==> config.mk <==
export PLATFORM = sky130hd
export DESIGN_NAME = reg_file
export DESIGN_NICKNAME = d
export VERILOG_FILES = /design/src/rtl/mips_pkg.sv /design/src/rtl/rf_read_port.sv /design/src/rtl/reg_file.sv
export SDC_FILE = /design/constraint.sdc
export NUM_CORES = 2
export LEC_CHECK = 0
export BUFFER_PORTS_ARGS = -buffer_cell sky130_fd_sc_hd__buf_4
export CAP_MARGIN = 20
export CORE_ASPECT_RATIO = 2
export CORE_UTILIZATION = 45
export DETAILED_ROUTE_END_ITERATION = 8
export PLACE_DENSITY = 0.61
export SLEW_MARGIN = 20
export SYNTH_ARGS = -nofsm -noshare
export SYNTH_HDL_FRONTEND = slang
export SYNTH_SLANG_ARGS = --single-unit
==> constraint.sdc <==
create_clock -name clk -period 1.3 [get_ports clk]
set_clock_uncertainty 0.1 [all_clocks]
set_input_delay 0 -clock clk [delete_from_list [all_inputs] [get_ports clk]]
set_output_delay 0 -clock clk [all_outputs]
set_load 0.1 [all_outputs]
==> src/rtl/mips_pkg.sv <==
// Shared MIPS datapath definitions.
//
// Contents:
//   DATA_W, REG_ADDR_W  datapath word width and register index width
//   REG_ZERO            index of the hard-wired zero register
//   word_t, reg_idx_t   matching data and index types
package mips_pkg;

  localparam int unsigned DATA_W     = 32;
  localparam int unsigned REG_ADDR_W = 5;

  localparam logic [REG_ADDR_W-1:0] REG_ZERO = 5'd0;

  typedef logic [DATA_W-1:0]     word_t;
  typedef logic [REG_ADDR_W-1:0] reg_idx_t;

endpackage

==> src/rtl/rf_read_port.sv <==
// One combinational read port of the register file.
//
// Returns the stored word for raddr, forcing 0 for the zero register. When the
// REGFILE_BYPASS_EN macro is defined, a committing write to the same index in
// the current cycle is forwarded to rdata (write-through).
//
// Ports:
//   raddr     in   read index
//   stored    in   word currently held in storage at raddr
//   byp_en    in   a write commits at the next edge (we & ~wov & waddr != 0)
//   byp_addr  in   index of that write
//   byp_data  in   data of that write
//   rdata     out  read data
module rf_read_port #(
  parameter int unsigned DATA_W = mips_pkg::DATA_W,
  parameter int unsigned ADDR_W = mips_pkg::REG_ADDR_W
) (
  input  logic [ADDR_W-1:0] raddr,
  input  logic [DATA_W-1:0] stored,
  input  logic              byp_en,
  input  logic [ADDR_W-1:0] byp_addr,
  input  logic [DATA_W-1:0] byp_data,
  output logic [DATA_W-1:0] rdata
);
  import mips_pkg::*;

  localparam logic [ADDR_W-1:0] ZeroIdx = ADDR_W'(REG_ZERO);

`ifdef REGFILE_BYPASS_EN
  always_comb begin
    rdata = stored;
    if (raddr == ZeroIdx) begin
      rdata = '0;
    end else if (byp_en && (byp_addr == raddr)) begin
      rdata = byp_data;
    end
  end
`else
  logic unused_byp;
  assign unused_byp = ^{byp_en, byp_addr, byp_data};

  always_comb begin
    rdata = stored;
    if (raddr == ZeroIdx) begin
      rdata = '0;
    end
  end
`endif

endmodule

==> src/rtl/reg_file.sv <==
// MIPS general-purpose register file: 2^ADDR_W x DATA_W storage, two
// combinational read ports feeding the ALU operands, one synchronous write
// port for write-back. Writes flagged with ALU overflow (wov) are dropped and
// recorded in a sticky exception flag with the index of the first one.
//
// Optional feature: define REGFILE_BYPASS_EN for same-cycle write-through
// on both read ports.
//
// Ports:
//   clk, rst_n       clock, asynchronous active-low reset
//   we, waddr, wdata write-back port
//   wov              overflow qualifier for the write (1 = suppress)
//   raddr1, rdata1   read port 1 (ALU a)
//   raddr2, rdata2   read port 2 (ALU b)
//   exc_clr          clears ov_exc / ov_addr
//   ov_exc           sticky overflow exception
//   ov_addr          destination index of the first suppressed write
module reg_file #(
  parameter int unsigned DATA_W = mips_pkg::DATA_W,
  parameter int unsigned ADDR_W = mips_pkg::REG_ADDR_W
) (
  input  logic              clk,
  input  logic              rst_n,
  input  logic              we,
  input  logic [ADDR_W-1:0] waddr,
  input  logic [DATA_W-1:0] wdata,
  input  logic              wov,
  input  logic [ADDR_W-1:0] raddr1,
  input  logic [ADDR_W-1:0] raddr2,
  output logic [DATA_W-1:0] rdata1,
  output logic [DATA_W-1:0] rdata2,
  input  logic              exc_clr,
  output logic              ov_exc,
  output logic [ADDR_W-1:0] ov_addr
);
  import mips_pkg::*;

  localparam int unsigned       NumRegs = 2 ** ADDR_W;
  localparam logic [ADDR_W-1:0] ZeroIdx = ADDR_W'(REG_ZERO);

  logic [DATA_W-1:0] regs_q [NumRegs];
  logic              ov_exc_q, ov_exc_d;
  logic [ADDR_W-1:0] ov_addr_q, ov_addr_d;

  logic wr_commit;
  logic wr_suppress;

  assign wr_commit   = we && !wov && (waddr != ZeroIdx);
  // Index 0 still raises the exception even though the data is discarded.
  assign wr_suppress = we && wov;

  always_comb begin
    ov_exc_d  = ov_exc_q;
    ov_addr_d = ov_addr_q;
    if (exc_clr) begin
      ov_exc_d  = 1'b0;
      ov_addr_d = '0;
    end
    // Set beats clear; only the first exception since the last clear is kept.
    if (wr_suppress) begin
      if (!ov_exc_d) begin
        ov_addr_d = waddr;
      end
      ov_exc_d = 1'b1;
    end
  end

  always_ff @(posedge clk or negedge rst_n) begin
    if (!rst_n) begin
      regs_q    <= '{default: '0};
      ov_exc_q  <= 1'b0;
      ov_addr_q <= '0;
    end else begin
      if (wr_commit) begin
        regs_q[waddr] <= wdata;
      end
      ov_exc_q  <= ov_exc_d;
      ov_addr_q <= ov_addr_d;
    end
  end

  assign ov_exc  = ov_exc_q;
  assign ov_addr = ov_addr_q;

  rf_read_port #(
    .DATA_W (DATA_W),
    .ADDR_W (ADDR_W)
  ) u_rd1 (
    .raddr    (raddr1),
    .stored   (regs_q[raddr1]),
    .byp_en   (wr_commit),
    .byp_addr (waddr),
    .byp_data (wdata),
    .rdata    (rdata1)
  );

  rf_read_port #(
    .DATA_W (DATA_W),
    .ADDR_W (ADDR_W)
  ) u_rd2 (
    .raddr    (raddr2),
    .stored   (regs_q[raddr2]),
    .byp_en   (wr_commit),
    .byp_addr (waddr),
    .byp_data (wdata),
    .rdata    (rdata2)
  );

endmodule

Word-level counts from Yosys, hierarchy flattened
Cells that the tools add are included.
{ "word_totals": {"register_bits": 1030, "in_bits": 52} }
{ "op_classes": {"magnitude_cmp": 4, "mux": 16, "n_bitwise": 3, "reduce_logical": 8} }
{ "ops": {"columns": ["cell", "count"], "rows": [
  ["$bwmux 1024", 1],
  ["$bmux 32 s5", 2],
  ["$mux 32", 7],
  ["$demux 32 s5", 1],
  ["$ge 6x6->1 const B", 3],
  ["$not 5->6", 3],
  ["$mux 5", 3],
  ["$logic_not 5->1", 2],
  ["$lt 6x1->1 const B", 1],
  ["$reduce_bool 5->1", 1],
  ["$logic_and 1x1->1", 4],
  ["$mux 1", 2],
  ["$logic_not 1->1", 1]
]} }

Longest topological paths before layout
{ "logic_depth": {"word_depth": 6, "mapped_depth": 7, "depth_no_buf": 4} }

By module
A second synthesis with hierarchy kept.
{ "unflattened": {"hier_cells": 4724, "area_unflattened_um2": 56352.8} }
{ "modules_own_cells": {"columns": ["mod", "n_inst", "cells_each", "area_each_um2"], "rows": [
  ["reg_file", 1, 4644, 55709.7],
  ["rf_read_port", 2, 40, 321.6]
]} }

Worst setup path before layout
Ideal clock, no wire load.
{ "synth_timing": {"path_type": "in2out", "from": "input port raddr2[0]", "to": "output port rdata2[11]", "arrival_ns": 3.504, "required_ns": 1.200, "setup_slack_ns": -2.304, "cell_stages": 7, "path_cell_list": "buf_2 inv_1 buf_2 buf_2 clkbuf_1 o2111ai_1 a311oi_1"} }
{ "synth_between": {"elab_chain_cells": 5, "elab_cells_between_ends": 6, "cone_classes": "mux (4); bitwise (1); reduce/logical (1)"} }
{ "synth_lines": {"columns": ["item", "line", "rtl"], "rows": [
  ["start: declaration", "reg_file.sv:29", "input logic [ADDR_W-1:0] raddr2,"],
  ["$not 5->6 (not written as such)", "reg_file.sv:102", ".stored (regs_q[raddr2]),"],
  ["$bmux 32 s5", "reg_file.sv:102", null],
  ["$mux 32 (not written as such) (2 in series)", "reg_file.sv:102", null],
  ["$mux 32 *", "rf_read_port.sv:44", "if (raddr == ZeroIdx) begin"],
  ["end: declaration", "reg_file.sv:31", "output logic [DATA_W-1:0] rdata2,"]
]} }
Mark *: on every way between the ends. The rest lies on a longest branch, timed or not. The select of a mux whose other input is x is not followed.

Final worst setup path
{ "layout_timing": {"from": "register regs_q[593] in the netlist's numbering", "to": "output port rdata2[17]"} }
{ "layout_between": {"elab_chain_cells": 4} }
{ "layout_lines": {"columns": ["item", "line", "rtl"], "rows": [
  ["start: declaration", "reg_file.sv:41", "logic [DATA_W-1:0] regs_q [NumRegs];"],
  ["start signal: indexed assignment", "reg_file.sv:75", "regs_q[waddr] <= wdata;"],
  ["$bmux 32 s5", "reg_file.sv:102", null],
  ["$mux 32 (not written as such) (2 in series)", "reg_file.sv:102", null],
  ["$mux 32", "rf_read_port.sv:44", null]
]} }
Every way passes these cells. The select of a mux whose other input is x is not followed.

==> impl_metrics.xml <==
<?xml version="1.0" encoding="UTF-8"?>
<metrics>
  <group name="drt">
    <metric name="met2_length" unit="mm">104.8</metric>
    <metric name="drt-met1-wl" unit="mm">76.72</metric>
    <metric name="routed_wl" unit="mm">212.8</metric>
    <metric name="vias" unit="">39440</metric>
    <metric name="detailedRoute.firstIterationViolations" unit="">3097</metric>
    <metric name="detail-route-antenna-nets" unit="">0</metric>
    <metric name="via_per_inst" unit="">6.567</metric>
    <metric name="routed.top_layer" unit="">met5</metric>
    <metric name="first_pass_iters" unit="">5</metric>
    <metric name="post-route-drc-count" unit="">0</metric>
    <metric name="route.detailed.wl_per_inst" unit="um">35.43</metric>
    <metric name="met3RoutedLength" unit="mm">14.08</metric>
  </group>
  <group name="floorplanning">
    <metric name="initial_core_util" unit="">0.4530</metric>
    <metric name="core_region_area" unit="sq um">121400</metric>
    <metric name="num_io_pins" unit="">122</metric>
    <metric name="die-height" unit="um">496.3</metric>
    <metric name="fp.dieW" unit="um">249.2</metric>
    <metric name="floorplan_die_area" unit="sq um">123700</metric>
    <metric name="number_of_placement_rows" unit="">181</metric>
  </group>
  <group name="synthesis">
    <metric name="synthTopCellsByArea" unit="">sky130_fd_sc_hd__dfrtp_1 47%, sky130_fd_sc_hd__mux2_2 20%, sky130_fd_sc_hd__mux4_2 18%</metric>
    <metric name="synth.top_cell.area_share" unit="">0.4688</metric>
    <metric name="flip_flop_and_latch_count_after_synthesis" unit="">1030</metric>
    <metric name="synth_cell_type_count" unit="">44</metric>
    <metric name="synthesis.area" unit="sq um">54990</metric>
    <metric name="synth_cells" unit="">3652</metric>
    <metric name="yosys_warnings" unit="">0</metric>
    <metric name="synth_area_leader_cell" unit="">sky130_fd_sc_hd__dfrtp_1</metric>
    <metric name="syn-mean-instance-area" unit="sq um">15.06</metric>
    <metric name="mappedNetlistNets" unit="">3704</metric>
    <metric name="yosysSeqAreaShare" unit="">0.4688</metric>
  </group>
  <group name="finish">
    <metric name="fin_cells" unit="">6006</metric>
    <metric name="fillerInstances" unit="">8989</metric>
    <metric name="stdcell_area" unit="sq um">73960</metric>
    <metric name="drive_above_1_share" unit="">0.6808</metric>
    <metric name="syn2layout_area_growth" unit="%">34.51</metric>
    <metric name="fin_nets" unit="">4414</metric>
  </group>
  <group name="timing">
    <metric name="max_slew.worst_pin.slew" unit="ns">1.105</metric>
    <metric name="min_period" unit="ns">2.617</metric>
    <metric name="timing.final.hold_violations" unit="">29</metric>
    <metric name="drv_slew" unit="">0</metric>
    <metric name="finalCritPeriodShare" unit="">2.013</metric>
    <metric name="max_freq" unit="GHz">0.3820</metric>
    <metric name="final.hold.worst_slack" unit="ns">-0.02856</metric>
    <metric name="finalSetupViolations" unit="">70</metric>
    <metric name="tns" unit="ns">-77.67</metric>
    <metric name="timing.max_slew.rel_slack" unit="">0.2616</metric>
    <metric name="unrepaired_setup_endpoints_after_global_routing" unit="">yes</metric>
    <metric name="layout_setup_ws" unit="ns">-1.317</metric>
  </group>
  <group name="worst_hold_path">
    <metric name="worst_hold_end" unit="">regs_q[289]</metric>
    <metric name="worst_hold_launch" unit="">waddr[0]</metric>
    <metric name="worst_hold_path_type" unit="">input port to register</metric>
    <metric name="hold-path-cell-count" unit="">5</metric>
  </group>
  <group name="placed_design">
    <metric name="numPlacedInstances" unit="">5773</metric>
    <metric name="place_congestion" unit="">0.8910</metric>
    <metric name="placement.io_buffers" unit="">121</metric>
    <metric name="post_dp_cell_area" unit="sq um">67790</metric>
    <metric name="place.detailed.hpwl" unit="mm">143.2</metric>
  </group>
  <group name="critical_path">
    <metric name="cp-start-kind" unit="">register</metric>
    <metric name="path_class" unit="">register to primary output</metric>
    <metric name="crit_path_max_fanout" unit="">2</metric>
    <metric name="register_to_register_setup_slack" unit="ns">0.14</metric>
    <metric name="critical_path_required" unit="ns">1.20</metric>
    <metric name="cp.buffers_inverters" unit="">2</metric>
    <metric name="cpMaxStageDelayCell" unit="">sky130_fd_sc_hd__mux4_2</metric>
    <metric name="slowest_delay" unit="ns">0.46</metric>
    <metric name="critPathCaptureType" unit="">primary output</metric>
    <metric name="worst_path_dominant_cell_family" unit="">multiplexers</metric>
    <metric name="worst_path_cell_trace" unit="">buf_6, mux4_2, mux2_4, o21ai_4, a311oi_4, buf_12</metric>
    <metric name="depth_of_the_worst_register_to_register_path" unit="">3</metric>
    <metric name="regToRegStartpoint" unit="">regs_q[529]</metric>
    <metric name="critical_path.reg2reg.endpoint" unit="">regs_q[529]</metric>
    <metric name="crit_arrival" unit="ns">2.52</metric>
  </group>
  <group name="clocking">
    <metric name="tritoncts" unit="">built</metric>
    <metric name="cts_made_buffers" unit="">100</metric>
    <metric name="htreeDepth" unit="">3</metric>
    <metric name="clock_tree.buffer_depth" unit="">3</metric>
    <metric name="path_clk_slew" unit="ns">0.07</metric>
    <metric name="clk-insertion-delay-late" unit="ns">0.73</metric>
    <metric name="clock_sink_count" unit="">1030</metric>
    <metric name="cts.root.buffer_cell" unit="">sky130_fd_sc_hd__clkbuf_16</metric>
  </group>
  <group name="global_routing">
    <metric name="grt.overflow.total" unit="">0</metric>
    <metric name="first_global_vias" unit="">43300</metric>
    <metric name="grt_first_pass_wirelength" unit="mm">307.6</metric>
    <metric name="gr-usage-all-layers" unit="">0.3467</metric>
    <metric name="antenna_found_initial" unit="">12</metric>
    <metric name="grt_max_degree" unit="">80</metric>
  </group>
  <group name="power_and_ir_drop">
    <metric name="pwr-share-comb" unit="">0.244</metric>
    <metric name="seq_power_share" unit="">0.420</metric>
    <metric name="power.density" unit="nW/um^2">1270</metric>
    <metric name="clockPowerShare" unit="">0.336</metric>
    <metric name="internal_power" unit="uW">66660</metric>
    <metric name="cellLeakagePower" unit="uW">0.03313</metric>
    <metric name="vdd.ir_drop.worst" unit="uV">1156</metric>
    <metric name="p_sw" unit="uW">27290</metric>
    <metric name="power.share.switching" unit="">0.2905</metric>
  </group>
  <group name="outcome">
    <metric name="failing_checks" unit="">negative hold slack, negative setup slack</metric>
    <metric name="status" unit="">finished, violations left</metric>
  </group>
  <group name="job">
    <metric name="max_cap_viol_count" unit="">0</metric>
  </group>
</metrics>
-- logic make-up (layout without fill, tap and decap cells) --
group | after synthesis | count (layout) | synth area share
flops | 1030 | 1030 | 0.4688
compound gates | 376 | 376 | 0.04901
buf+inv | 439 | 1235 | 0.03882
other cells | 0 | 3 | 0
mux | 1632 | 1632 | 0.4251
simple gates | 175 | 175 | 0.01830
-- registers in the layout (all words and copies together), names as in the netlist --
register,count
regs_q,1024
ov_exc,1
ov_addr,5
-- per-layer routing --
layer  vias up  track usage
met5         -            0
met4        16       0.2432
met3       774      0.05925
met2      1896       0.5775
met1     21160       0.4099
li1      15600            -
-- power groups by stage --
stage / Combinational [uW] / Sequential (uW) / Clock [uW]
global route: 24000 / 39800 / 33100
CTS: 22600 / 39300 / 31900
finish: 22900 / 39500 / 31500
global placement: 20400 / 39300 / 0
floorplan: 14100 / 38700 / 0
detailed placement: 21000 / 39800 / 0
-- how the worst max path moves through the flow --
stage	cells past startpoint	slack [ns]	to	start
floorplan	7	-0.71	rdata2[0]	raddr2[1]
global placement	8	-1.17	rdata1[7]	raddr1[0]
detailed placement	9	-1.09	rdata1[2]	raddr1[1]
CTS	7	-1.37	rdata2[8]	regs_q[840]
global route	6	-1.34	rdata1[8]	regs_q[776]
finish	6	-1.32	rdata2[17]	regs_q[593]
-- cells in the final DEF, fill, tap and decap left out, drive strengths merged, types with 19 or more instances in the layout --
master	netlist	routed
nor2	19	19
o21ai	114	114
dfrtp	1030	1030
mux2i	128	128
a22oi	64	64
nor2b	70	70
dlygate4sd3	0	43
buf	233	997
clkinv	0	30
nand2	52	52
mux4	448	448
a211oi	64	64
a311oi	64	64
mux2	1056	1056
clkbuf	202	145
a221oi	49	49
-- metrics by stage --
stage	setup slack [ns]	util	hold slack (ns)	total power, uW
finish	-1.317	0.6093	-0.02856	93950
CTS	-1.369	0.6054	-0.07000	93820
global placement	-1.167	0.5580	0.1041	59720
floorplan	-0.7133	-	-0.3956	52770
global route	-1.340	0.6093	-0.03400	96860
detailed placement	-1.092	0.5585	0.1167	60820
-- worst min-delay path, delay by kind of cell --
family                 cells  cell delay, ns
and+or+nand+nor            2            0.26
buffers and inverters      2            0.29
muxes                      1            0.22
-- final cells by class --
cell class	count	area [sq um]	area share
clock inverter	46	486.7	0.006581
timing repair buffer	1043	11440	0.1547
tap	1555	1946	0.02631
inverter	4	20.02	0.0002707
antenna	3	7.507	0.0001015
clock buffer	142	3005	0.04063
multi-input combinational	2183	31270	0.4228
sequential	1030	25780	0.3486
-- synth_stat cells (all sizes together) --
library cell,count
mux2,1056
or2,2
inv,4
nand3,3
nor3b,2
or3,1
nor2,19
a22oi,64
and4,2
dfrtp,1030
and2,2
mux2i,128
a211oi,64
a21oi,1
o21ai,114
nand2,52
nand3b,1
nand2b,7
nor3,7
clkbuf,202
nor4,1
a221oi,49
buf,233
or4,3
o211ai,5
mux4,448
a311oi,64
nand4,3
nor2b,70
o2111ai,15
-- what timing repair did --
action / CTS / global route
endpoints found under the setup margin: 70 / 875
pin swaps: 85 / 58
setup buffers: 19 / 21
gates cloned: 0 / 1
hold buffers: 43 / 3
resized for setup: 465 / 82
endpoints found under the hold margin: 2028 / 49
No activity file was read; power rests on OpenSTA's default activity.
